[config.mk]
export PLATFORM = sky130hd
export DESIGN_NAME = decode_stage_flat
export DESIGN_NICKNAME = d
export VERILOG_FILES = /design/src/rtl/decode_pkg.sv /design/src/rtl/decode_stage_if.sv /design/src/rtl/decode_comb.sv /design/src/rtl/decode_stage.sv /design/src/flat_wrapper.sv
export SDC_FILE = /design/constraint.sdc
export NUM_CORES = 1
export LEC_CHECK = 0
export ABC_CLOCK_PERIOD_IN_PS = 5200
export BUFFER_PORTS_ARGS = -buffer_cell sky130_fd_sc_hd__buf_2
export CORE_ASPECT_RATIO = 1.4
export CORE_MARGIN = 8
export CORE_UTILIZATION = 50
export DETAILED_ROUTE_END_ITERATION = 8
export HOLD_SLACK_MARGIN = 0.05
export PLACE_DENSITY = 0.7
export SYNTH_ARGS = -nofsm -noshare
export SYNTH_HDL_FRONTEND = slang
export SYNTH_HIERARCHICAL = 1
export SYNTH_SLANG_ARGS = --single-unit
[constraint.sdc]
create_clock -name clk -period 5.2 [get_ports clk]
set_clock_uncertainty 0.2 [all_clocks]
set_input_delay 0.26 -clock clk [delete_from_list [all_inputs] [get_ports clk]]
set_output_delay 0.26 -clock clk [all_outputs]
set_load 0.01 [all_outputs]
[src/rtl/decode_pkg.sv]
// Shared opcode constants, instruction format enum and decoded-entry record for the decode stage.
// The strict encoding checks in decode_comb are enabled by defining DECODE_STRICT_CHECK_EN.
package decode_pkg;

    localparam int MAX_XLEN = 64;

    localparam logic [6:0] OPC_LOAD      = 7'b0000011;
    localparam logic [6:0] OPC_MISC_MEM  = 7'b0001111;
    localparam logic [6:0] OPC_OP_IMM    = 7'b0010011;
    localparam logic [6:0] OPC_AUIPC     = 7'b0010111;
    localparam logic [6:0] OPC_OP_IMM_32 = 7'b0011011;
    localparam logic [6:0] OPC_STORE     = 7'b0100011;
    localparam logic [6:0] OPC_OP        = 7'b0110011;
    localparam logic [6:0] OPC_LUI       = 7'b0110111;
    localparam logic [6:0] OPC_OP_32     = 7'b0111011;
    localparam logic [6:0] OPC_BRANCH    = 7'b1100011;
    localparam logic [6:0] OPC_JALR      = 7'b1100111;
    localparam logic [6:0] OPC_JAL       = 7'b1101111;
    localparam logic [6:0] OPC_SYSTEM    = 7'b1110011;

    typedef enum logic [2:0] {
        FMT_ILL = 3'd0,
        FMT_R   = 3'd1,
        FMT_I   = 3'd2,
        FMT_S   = 3'd3,
        FMT_B   = 3'd4,
        FMT_U   = 3'd5,
        FMT_J   = 3'd6
    } fmt_e;

    // pc and imm are sized for the widest datapath; narrower builds use the low bits.
    typedef struct packed {
        logic [MAX_XLEN-1:0] pc;
        logic [6:0]          opcode;
        logic [4:0]          rd;
        logic [2:0]          func3;
        logic [4:0]          rs1;
        logic [4:0]          rs2;
        logic [6:0]          func7;
        fmt_e                fmt;
        logic [MAX_XLEN-1:0] imm;
        logic                rd_we;
        logic                rs1_used;
        logic                rs2_used;
        logic                illegal;
    } entry_t;

    function automatic logic [MAX_XLEN-1:0] sext32(input logic [31:0] v);
        return {{(MAX_XLEN-32){v[31]}}, v};
    endfunction

endpackage

[src/rtl/decode_stage_if.sv]
// Fetch-side and execute-side handshake/bus bundle of the decode stage.
// master = environment driving fetch data and downstream ready; slave = the decode stage.
interface decode_stage_if #(
    parameter int XLEN = 32,
    parameter int PC_W = XLEN
);
    logic            flush;
    logic            in_valid;
    logic            in_ready;
    logic [31:0]     in_instr;
    logic [PC_W-1:0] in_pc;
    logic            out_valid;
    logic            out_ready;
    logic [PC_W-1:0] out_pc;
    logic [6:0]      out_opcode;
    logic [4:0]      out_rd;
    logic [2:0]      out_func3;
    logic [4:0]      out_rs1;
    logic [4:0]      out_rs2;
    logic [6:0]      out_func7;
    logic [2:0]      out_fmt;
    logic [XLEN-1:0] out_imm;
    logic            out_rd_we;
    logic            out_rs1_used;
    logic            out_rs2_used;
    logic            out_illegal;

    modport master (
        output flush, in_valid, in_instr, in_pc, out_ready,
        input  in_ready, out_valid, out_pc, out_opcode, out_rd, out_func3, out_rs1,
               out_rs2, out_func7, out_fmt, out_imm, out_rd_we, out_rs1_used,
               out_rs2_used, out_illegal
    );

    modport slave (
        input  flush, in_valid, in_instr, in_pc, out_ready,
        output in_ready, out_valid, out_pc, out_opcode, out_rd, out_func3, out_rs1,
               out_rs2, out_func7, out_fmt, out_imm, out_rd_we, out_rs1_used,
               out_rs2_used, out_illegal
    );
endinterface

[src/rtl/decode_comb.sv]
// Purely combinational RV32I/RV64I instruction-to-entry decode.
// Defining DECODE_STRICT_CHECK_EN also flags bad encodings inside otherwise legal opcodes.
module decode_comb
    import decode_pkg::*;
#(
    parameter int XLEN = 32,
    parameter int PC_W = XLEN
) (
    input  logic [31:0]     instr,
    input  logic [PC_W-1:0] pc,
    output entry_t          entry
);

    localparam logic RV64 = (XLEN == 64);

    logic [6:0]  opcode_s;
    logic [2:0]  func3_s;
    logic [6:0]  func7_s;
    fmt_e        base_fmt_s;
    fmt_e        fmt_s;
    logic        bad_enc_s;
    logic        fence_sys_s;
    logic [31:0] imm32_s;

    assign opcode_s    = instr[6:0];
    assign func3_s     = instr[14:12];
    assign func7_s     = instr[31:25];
    assign fence_sys_s = (opcode_s == OPC_MISC_MEM) || (opcode_s == OPC_SYSTEM);

    // Opcode to format; the *W opcodes only exist on RV64.
    always_comb begin
        base_fmt_s = FMT_ILL;
        case (opcode_s)
            OPC_OP:        base_fmt_s = FMT_R;
            OPC_OP_32:     base_fmt_s = RV64 ? FMT_R : FMT_ILL;
            OPC_OP_IMM, OPC_LOAD, OPC_JALR, OPC_SYSTEM, OPC_MISC_MEM:
                           base_fmt_s = FMT_I;
            OPC_OP_IMM_32: base_fmt_s = RV64 ? FMT_I : FMT_ILL;
            OPC_STORE:     base_fmt_s = FMT_S;
            OPC_BRANCH:    base_fmt_s = FMT_B;
            OPC_LUI, OPC_AUIPC:
                           base_fmt_s = FMT_U;
            OPC_JAL:       base_fmt_s = FMT_J;
            default:       base_fmt_s = FMT_ILL;
        endcase
    end

`ifdef DECODE_STRICT_CHECK_EN
    // Encoding checks for func3/func7 values that no RV32I/RV64I instruction uses.
    always_comb begin
        bad_enc_s = 1'b0;
        if ((instr[1:0] != 2'b11) || (instr == 32'h0000_0000)) begin
            bad_enc_s = 1'b1;
        end else begin
            case (opcode_s)
                OPC_OP, OPC_OP_32:
                    bad_enc_s = (func7_s != 7'b0000000) && (func7_s != 7'b0100000);
                OPC_JALR:
                    bad_enc_s = (func3_s != 3'b000);
                OPC_LOAD:
                    case (func3_s)
                        3'b000, 3'b001, 3'b010, 3'b100, 3'b101: bad_enc_s = 1'b0;
                        3'b011, 3'b110:                         bad_enc_s = !RV64;
                        default:                                bad_enc_s = 1'b1;
                    endcase
                OPC_STORE:
                    case (func3_s)
                        3'b000, 3'b001, 3'b010: bad_enc_s = 1'b0;
                        3'b011:                 bad_enc_s = !RV64;
                        default:                bad_enc_s = 1'b1;
                    endcase
                OPC_BRANCH:
                    bad_enc_s = (func3_s == 3'b010) || (func3_s == 3'b011);
                default:
                    bad_enc_s = 1'b0;
            endcase
        end
    end
`else
    assign bad_enc_s = 1'b0;
`endif

    assign fmt_s = bad_enc_s ? FMT_ILL : base_fmt_s;

    // Format-selected immediate, sign-extended from instr[31].
    always_comb begin
        imm32_s = 32'h0000_0000;
        case (fmt_s)
            FMT_I:   imm32_s = {{20{instr[31]}}, instr[31:20]};
            FMT_S:   imm32_s = {{20{instr[31]}}, instr[31:25], instr[11:7]};
            FMT_B:   imm32_s = {{19{instr[31]}}, instr[31], instr[7], instr[30:25],
                                instr[11:8], 1'b0};
            FMT_U:   imm32_s = {instr[31:12], 12'h000};
            FMT_J:   imm32_s = {{11{instr[31]}}, instr[31], instr[19:12], instr[20],
                                instr[30:21], 1'b0};
            default: imm32_s = 32'h0000_0000;
        endcase
    end

    // Assemble the entry record including register-use flags.
    always_comb begin
        entry          = '0;
        entry.pc       = MAX_XLEN'(pc);
        entry.opcode   = opcode_s;
        entry.rd       = instr[11:7];
        entry.func3    = func3_s;
        entry.rs1      = instr[19:15];
        entry.rs2      = instr[24:20];
        entry.func7    = func7_s;
        entry.fmt      = fmt_s;
        entry.imm      = sext32(imm32_s);
        entry.rs1_used = (fmt_s inside {FMT_R, FMT_I, FMT_S, FMT_B}) && !fence_sys_s;
        entry.rs2_used = (fmt_s inside {FMT_R, FMT_S, FMT_B});
        entry.rd_we    = (fmt_s inside {FMT_R, FMT_I, FMT_U, FMT_J})
                         && (instr[11:7] != 5'd0)
                         && !(fence_sys_s && (func3_s == 3'b000));
        entry.illegal  = (fmt_s == FMT_ILL);
    end

endmodule

[src/rtl/decode_stage.sv]
// Registered decode stage: decode_comb feeding an output register plus one skid entry,
// so in_ready is a flop and never combinationally depends on out_ready.
module decode_stage
    import decode_pkg::*;
#(
    parameter int XLEN = 32,
    parameter int PC_W = XLEN
) (
    input  logic           clk,
    input  logic           rst_n,
    decode_stage_if.slave  bus
);

    typedef enum logic [1:0] {
        OCC_EMPTY = 2'd0,
        OCC_ONE   = 2'd1,
        OCC_TWO   = 2'd2
    } occ_e;

    occ_e   state_r;
    occ_e   state_s;
    entry_t dec_s;
    entry_t out_r;
    entry_t skid_r;
    logic   out_valid_r;
    logic   in_ready_r;
    logic   accept_s;
    logic   retire_s;
    logic   load_out_in_s;
    logic   load_out_skid_s;
    logic   load_skid_s;
    logic   unused_s;

    decode_comb #(.XLEN(XLEN), .PC_W(PC_W)) u_decode_comb (
        .instr (bus.in_instr),
        .pc    (bus.in_pc),
        .entry (dec_s)
    );

    assign accept_s = bus.in_valid & in_ready_r;
    assign retire_s = out_valid_r & bus.out_ready;

    // Occupancy next-state and register load selects; flush empties the stage.
    always_comb begin
        state_s         = state_r;
        load_out_in_s   = 1'b0;
        load_out_skid_s = 1'b0;
        load_skid_s     = 1'b0;
        if (bus.flush) begin
            state_s = OCC_EMPTY;
        end else begin
            case (state_r)
                OCC_EMPTY: begin
                    if (accept_s) begin
                        state_s       = OCC_ONE;
                        load_out_in_s = 1'b1;
                    end else begin
                        state_s = OCC_EMPTY;
                    end
                end
                OCC_ONE: begin
                    if (accept_s && retire_s) begin
                        state_s       = OCC_ONE;
                        load_out_in_s = 1'b1;
                    end else if (accept_s) begin
                        state_s     = OCC_TWO;
                        load_skid_s = 1'b1;
                    end else if (retire_s) begin
                        state_s = OCC_EMPTY;
                    end else begin
                        state_s = OCC_ONE;
                    end
                end
                OCC_TWO: begin
                    if (retire_s) begin
                        state_s         = OCC_ONE;
                        load_out_skid_s = 1'b1;
                    end else begin
                        state_s = OCC_TWO;
                    end
                end
                default: state_s = OCC_EMPTY;
            endcase
        end
    end

    // Occupancy state plus handshake flags registered from the next occupancy.
    always_ff @(posedge clk) begin
        if (!rst_n) begin
            state_r     <= OCC_EMPTY;
            out_valid_r <= 1'b0;
            in_ready_r  <= 1'b1;
        end else begin
            state_r     <= state_s;
            out_valid_r <= (state_s != OCC_EMPTY);
            in_ready_r  <= (state_s != OCC_TWO);
        end
    end

    // Output and skid data registers; the output register holds while stalled.
    always_ff @(posedge clk) begin
        if (!rst_n) begin
            out_r  <= '0;
            skid_r <= '0;
        end else begin
            if (load_out_in_s) begin
                out_r <= dec_s;
            end else if (load_out_skid_s) begin
                out_r <= skid_r;
            end
            if (load_skid_s) begin
                skid_r <= dec_s;
            end
        end
    end

    assign bus.in_ready     = in_ready_r;
    assign bus.out_valid    = out_valid_r;
    assign bus.out_pc       = out_r.pc[PC_W-1:0];
    assign bus.out_opcode   = out_r.opcode;
    assign bus.out_rd       = out_r.rd;
    assign bus.out_func3    = out_r.func3;
    assign bus.out_rs1      = out_r.rs1;
    assign bus.out_rs2      = out_r.rs2;
    assign bus.out_func7    = out_r.func7;
    assign bus.out_fmt      = out_r.fmt;
    assign bus.out_imm      = out_r.imm[XLEN-1:0];
    assign bus.out_rd_we    = out_r.rd_we;
    assign bus.out_rs1_used = out_r.rs1_used;
    assign bus.out_rs2_used = out_r.rs2_used;
    assign bus.out_illegal  = out_r.illegal;

    // Bits above PC_W/XLEN are deliberately dropped on narrow builds.
    assign unused_s = ^{out_r.pc, out_r.imm};

endmodule

[src/flat_wrapper.sv]
// flat-port wrapper written by rule: the top's interface ports become plain ports
module decode_stage_flat import decode_pkg::*;
#(
    parameter int XLEN = 32,
    parameter int PC_W = XLEN
)
  (clk, rst_n, bus_flush, bus_in_valid, bus_in_instr, bus_in_pc, bus_out_ready, bus_in_ready, bus_out_valid, bus_out_pc, bus_out_opcode, bus_out_rd, bus_out_func3, bus_out_rs1, bus_out_rs2, bus_out_func7, bus_out_fmt, bus_out_imm, bus_out_rd_we, bus_out_rs1_used, bus_out_rs2_used, bus_out_illegal);
  decode_stage_if #(.XLEN(XLEN), .PC_W(PC_W)) bus_i ();
  input  logic clk;
  input  logic rst_n;
  input wire logic [$bits(bus_i.flush)-1:0] bus_flush;
  input wire logic [$bits(bus_i.in_valid)-1:0] bus_in_valid;
  input wire logic [$bits(bus_i.in_instr)-1:0] bus_in_instr;
  input wire logic [$bits(bus_i.in_pc)-1:0] bus_in_pc;
  input wire logic [$bits(bus_i.out_ready)-1:0] bus_out_ready;
  output wire logic [$bits(bus_i.in_ready)-1:0] bus_in_ready;
  output wire logic [$bits(bus_i.out_valid)-1:0] bus_out_valid;
  output wire logic [$bits(bus_i.out_pc)-1:0] bus_out_pc;
  output wire logic [$bits(bus_i.out_opcode)-1:0] bus_out_opcode;
  output wire logic [$bits(bus_i.out_rd)-1:0] bus_out_rd;
  output wire logic [$bits(bus_i.out_func3)-1:0] bus_out_func3;
  output wire logic [$bits(bus_i.out_rs1)-1:0] bus_out_rs1;
  output wire logic [$bits(bus_i.out_rs2)-1:0] bus_out_rs2;
  output wire logic [$bits(bus_i.out_func7)-1:0] bus_out_func7;
  output wire logic [$bits(bus_i.out_fmt)-1:0] bus_out_fmt;
  output wire logic [$bits(bus_i.out_imm)-1:0] bus_out_imm;
  output wire logic [$bits(bus_i.out_rd_we)-1:0] bus_out_rd_we;
  output wire logic [$bits(bus_i.out_rs1_used)-1:0] bus_out_rs1_used;
  output wire logic [$bits(bus_i.out_rs2_used)-1:0] bus_out_rs2_used;
  output wire logic [$bits(bus_i.out_illegal)-1:0] bus_out_illegal;
  assign bus_i.flush = bus_flush;
  assign bus_i.in_valid = bus_in_valid;
  assign bus_i.in_instr = bus_in_instr;
  assign bus_i.in_pc = bus_in_pc;
  assign bus_i.out_ready = bus_out_ready;
  assign bus_in_ready = bus_i.in_ready;
  assign bus_out_valid = bus_i.out_valid;
  assign bus_out_pc = bus_i.out_pc;
  assign bus_out_opcode = bus_i.out_opcode;
  assign bus_out_rd = bus_i.out_rd;
  assign bus_out_func3 = bus_i.out_func3;
  assign bus_out_rs1 = bus_i.out_rs1;
  assign bus_out_rs2 = bus_i.out_rs2;
  assign bus_out_func7 = bus_i.out_func7;
  assign bus_out_fmt = bus_i.out_fmt;
  assign bus_out_imm = bus_i.out_imm;
  assign bus_out_rd_we = bus_i.out_rd_we;
  assign bus_out_rs1_used = bus_i.out_rs1_used;
  assign bus_out_rs2_used = bus_i.out_rs2_used;
  assign bus_out_illegal = bus_i.out_illegal;
  decode_stage #(.XLEN(XLEN), .PC_W(PC_W)) u_core (.clk(clk), .rst_n(rst_n), .bus(bus_i));
endmodule
* Word-level counts from Yosys, hierarchy flattened
Cells that the tools add are included.
** Word-level totals
- Logic and storage cells :: 91
- Register bits :: 210
** Cells by class
- Reductions and logical operators :: 19
- Bitwise logic cells :: 2
- Eq/ne operators :: 20
- Muxes and demuxes :: 21
** Operators by type and width (number)
- $mux W135 :: 2
- $pmux W32 S5 :: 1
- $eq A7 B7 Y1 const B :: 4
- $eq A7 B6 Y1 const B :: 3
- $pmux W3 S6 :: 1
- $eq A7 B5 Y1 const B :: 2
- $mux W1 :: 11
- $eq A3 B3 Y1 const B :: 3
- $mux W2 :: 4
- $reduce_bool A4 Y1 :: 2
- $eq A7 B2 Y1 const B :: 1
- $eq A7 B4 Y1 const B :: 1
- $eq A3 B2 Y1 const B :: 2
- $logic_not A3 Y1 :: 2
- $pmux W2 S3 :: 1
- $logic_and A1 B1 Y1 :: 5
- $reduce_bool A5 Y1 :: 1
- $reduce_or A5 Y1 :: 1
- $reduce_bool A2 Y1 :: 2
- $eq A3 B1 Y1 const B :: 1
- $reduce_bool A3 Y1 :: 1
- $and A1 B1 Y1 :: 2
- $eq A2 B1 Y1 const B :: 1
- $eq A2 B2 Y1 const B :: 1
- 6 further kinds :: 7

* Longest topological paths before layout
- Word-level depth :: 8
- Depth in mapped cells :: 10

* Modules after synthesis
The synthesis kept the hierarchy.
** By module, submodules not included
- decode_stage :: cells each 830, instances 1, area an instance 7917.6 um^2
- decode_comb :: cells each 265, instances 1, area an instance 1801.7 um^2

* Worst setup path after synthesis
OpenSTA, ideal clock, no wires.
- Path type :: input -> register
- Start :: input bus_in_instr[3]
- End :: register u_core.out_r, in the netlist u_core/bus.out_imm[31]
- Library setup time :: 0.072 ns
- Data required time :: 4.928 ns
- Path slack :: 2.228 ns
- Stages on the path :: 7
- Path buffers :: 1
- Data arrival time :: 2.700 ns
- Cells stage by stage :: buf_6 > or3b_4 > a21oi_4 > nor2_2 > a21oi_1 > o22ai_1 > o2bb2ai_1
** RTL lines
- start: declaration :: line flat_wrapper.sv:13 : input wire logic [$bits(bus_i.in_instr)-1:0] bus_in_instr;
- end signal: assignment :: line decode_stage.sv:107 : out_r <= dec_s;
- end signal: assignment :: line decode_stage.sv:109 : out_r <= skid_r;
- end: declaration :: line decode_stage.sv:23 : entry_t out_r;

* Worst setup path after layout
- Start :: input bus_out_ready
- End :: register u_core.out_r, in the netlist u_core/bus.out_func7[4]
** On the way
- Word-level cells in the longest chain between the ends :: 6
- Elaborated cells between the ends (all ways) :: 10
** Ends and longest elaborated chain
- start: declaration :: line flat_wrapper.sv:15 : input wire logic [$bits(bus_i.out_ready)-1:0] bus_out_ready;
- $and A1 B1 Y1 * :: line decode_stage.sv:41 : assign retire_s = out_valid_r & bus.out_ready;
- $logic_and A1 B1 Y1 :: line decode_stage.sv:62 : if (accept_s && retire_s) begin
- $mux W1 :: line decode_stage.sv:62
- $pmux W1 S2 :: line decode_stage.sv:52 : case (state_r)
- $mux W1 :: line decode_stage.sv:49 : if (bus.flush) begin
- $mux W135 / $reduce_bool A2 Y1 (equally long branches)
Every way passes the cells marked *; elsewhere a longest branch is shown, timed or not.
A chain may end at the register's enable or synchronous reset.

==> results.toml <==
[critical_path]
cp_slowest_stage_delay_ns = 0.73
cp-end-kind = "register"
worstPathMaxFanout = 69
crit_path_top_delay_cell = "o21a_4"
path_cells = "dlygate4sd3_1 -> buf_2 -> nand2_1 -> inv_1 -> ha_1 -> and3b_1 -> nor3_1 -> o21a_4 -> buf_4 -> o2bb2ai_1"
reg2reg_depth = 8
arrival_ns = 3.21
critPathLaunchType = "input port"
crit_type = "in2reg"
required_ns = 5.41

[clock_tree]
cts_resized = 0
root_buffer = "clkbuf_16"
holdBufCountCts = 81
clock-sinks = 210
htreeDepth = 1
cts_buffers = 21
insertion_delay_ns = 0.49
clkTransAtPathRegs_ns = 0.06
cts_setup_buffers = 0
cts_tree = "built"
cts.path.max_buffers = 3

[detailed_routing]
vias_per_cell = 5.572
drc = 0
vias = 7912
dr.pass1.iters = 5
wire_per_inst_um = 18.00
routed_wl_mm = 25.57
ant_nets = 0
first_iter_violations = 495

[power]
power_density_nw_per_um2 = 313.8
ir_drop_uv = 229.3
total_power_uw = 3456
leakagePower_uw = 0.004174

[final_layout]
diodes = 0
area_growth_pct = 19.27
fin_area_um2 = 11010
drive_above_1_share_pct = 20.32
fin_nets = 1235
postLayoutCoreUtil_pct = 59.92

[die]
pin_count = 174
rows = 59
die_height_um = 176.8
core_area_um2 = 18380
die_width_um = 130.9
initial_core_util_pct = 50.24
die-area_um2 = 23140

[timing]
hold_viol = 0
tightest_slew_ns = 1.253
hold_slack_ns = 0.07752
slew_headroom_pct = 15.85
fmax_ghz = 0.3337
tns_ns = 0
period_share_pct = 57.64
rsz0062_at_grt = "no"
fin_crit_ns = 2.997
drv_slew = 0
setup_viol = 0

[global_route]
grt_max_degree = 90
overflow = 0
grt_pass1_wl_mm = 40.61
grt_usage_pct = 21.43
antenna_found_initial = 0
grt_pass1_vias = 7840

[yosys]
yosys_warnings = 6
syn_area_per_cell_um2 = 8.966
syn_nets = 1101
netlist_area_um2 = 9235
synth_cells = 1030

[placed_design]
placed_area_um2 = 9549
dpl.hpwl_mm = 16.01
io_buffers = 173
gp_congestion = 0.9052

[flow_run]
drv_cap = 0

[worst_hold_path]
hold_depth = 3
hold_path.class = "in2reg"

[outcome]
status = "completed"
## path summary, 6_finish.rpt
path	from	endpoint	slack, ns
max reg2reg	u_core/bus.out_valid	u_core/bus.out_func7[4]	2.30
min reg2reg	u_core/bus.out_imm[0]	u_core/bus.out_imm[0]	0.25
max	bus_out_ready	u_core/bus.out_func7[4]	2.20
min	rst_n	u_core/state_r[0]	0.08
## layer usage
layer	up-vias	global-route usage [%]	wire length, um
li1	3884	-	-
met1	3763	26.02	11030
met2	221	38.04	12720
met3	44	2.774	1238
met4	0	6.673	578
met5	-	0	0
## flip-flops by register name, summed over array words and instances (netlist names), 2 cells and up
signal	flops
u_core/bus.out_fmt	3
u_core/bus.out_func3	3
u_core/bus.out_rs1	5
u_core/bus.out_imm	32
u_core/skid_r	103
u_core/bus.out_func7	7
u_core/state_r	2
u_core/bus.out_pc	32
u_core/bus.out_rs2	5
u_core/bus.out_rd	5
u_core/bus.out_opcode	7
## power by group
group,total (uW),switching [uW],internal (uW)
Sequential,1650,15.8,1640
Clock,1460,612,848
Combinational,344,207,137
Total,3460,835,2620
## metrics by stage
stage,std cells,worst slack (ns)
global placement,1304,2.278
global route,1420,1.962
detailed placement,1304,2.207
finish,1420,2.203
CTS,1420,2.178
floorplan,1030,3.276
## cell usage in the layout (no fill, tap or decap), drive strengths merged, types with 3 or more instances in the layout
cell type,instances
nand3b,5
nand2,240
nand2b,4
a22o,4
o2bb2ai,102
o21ai,17
buf,182
dfxtp,210
o22ai,103
nand3,4
a21boi,103
nor3,5
inv,6
dlygate4sd3,81
a21oi,25
clkbuf,30
a211oi,4
or2,3
nor2,12
## worst max-delay path, delay by kind of cell
kind / cells / cell delay [ns]
fa+ha+maj: 1 / 0.18
buf+inv: 4 / 1.22
compound gates: 2 / 0.89
simple gates: 3 / 0.64
## final cells by class
| type | count | area [um^2] |
|---|---|---|
| Inverter | 6 | 22.52 |
| Tap cell | 244 | 305.3 |
| Sequential cell | 210 | 4204 |
| Multi-Input combinational cell | 662 | 4071 |
| Timing Repair Buffer | 263 | 1757 |
| Fill cell | 1620 | 7367 |
| Clock inverter | 5 | 55.05 |
| Clock buffer | 30 | 599.3 |
No activity file was read; power rests on OpenSTA's default activity.
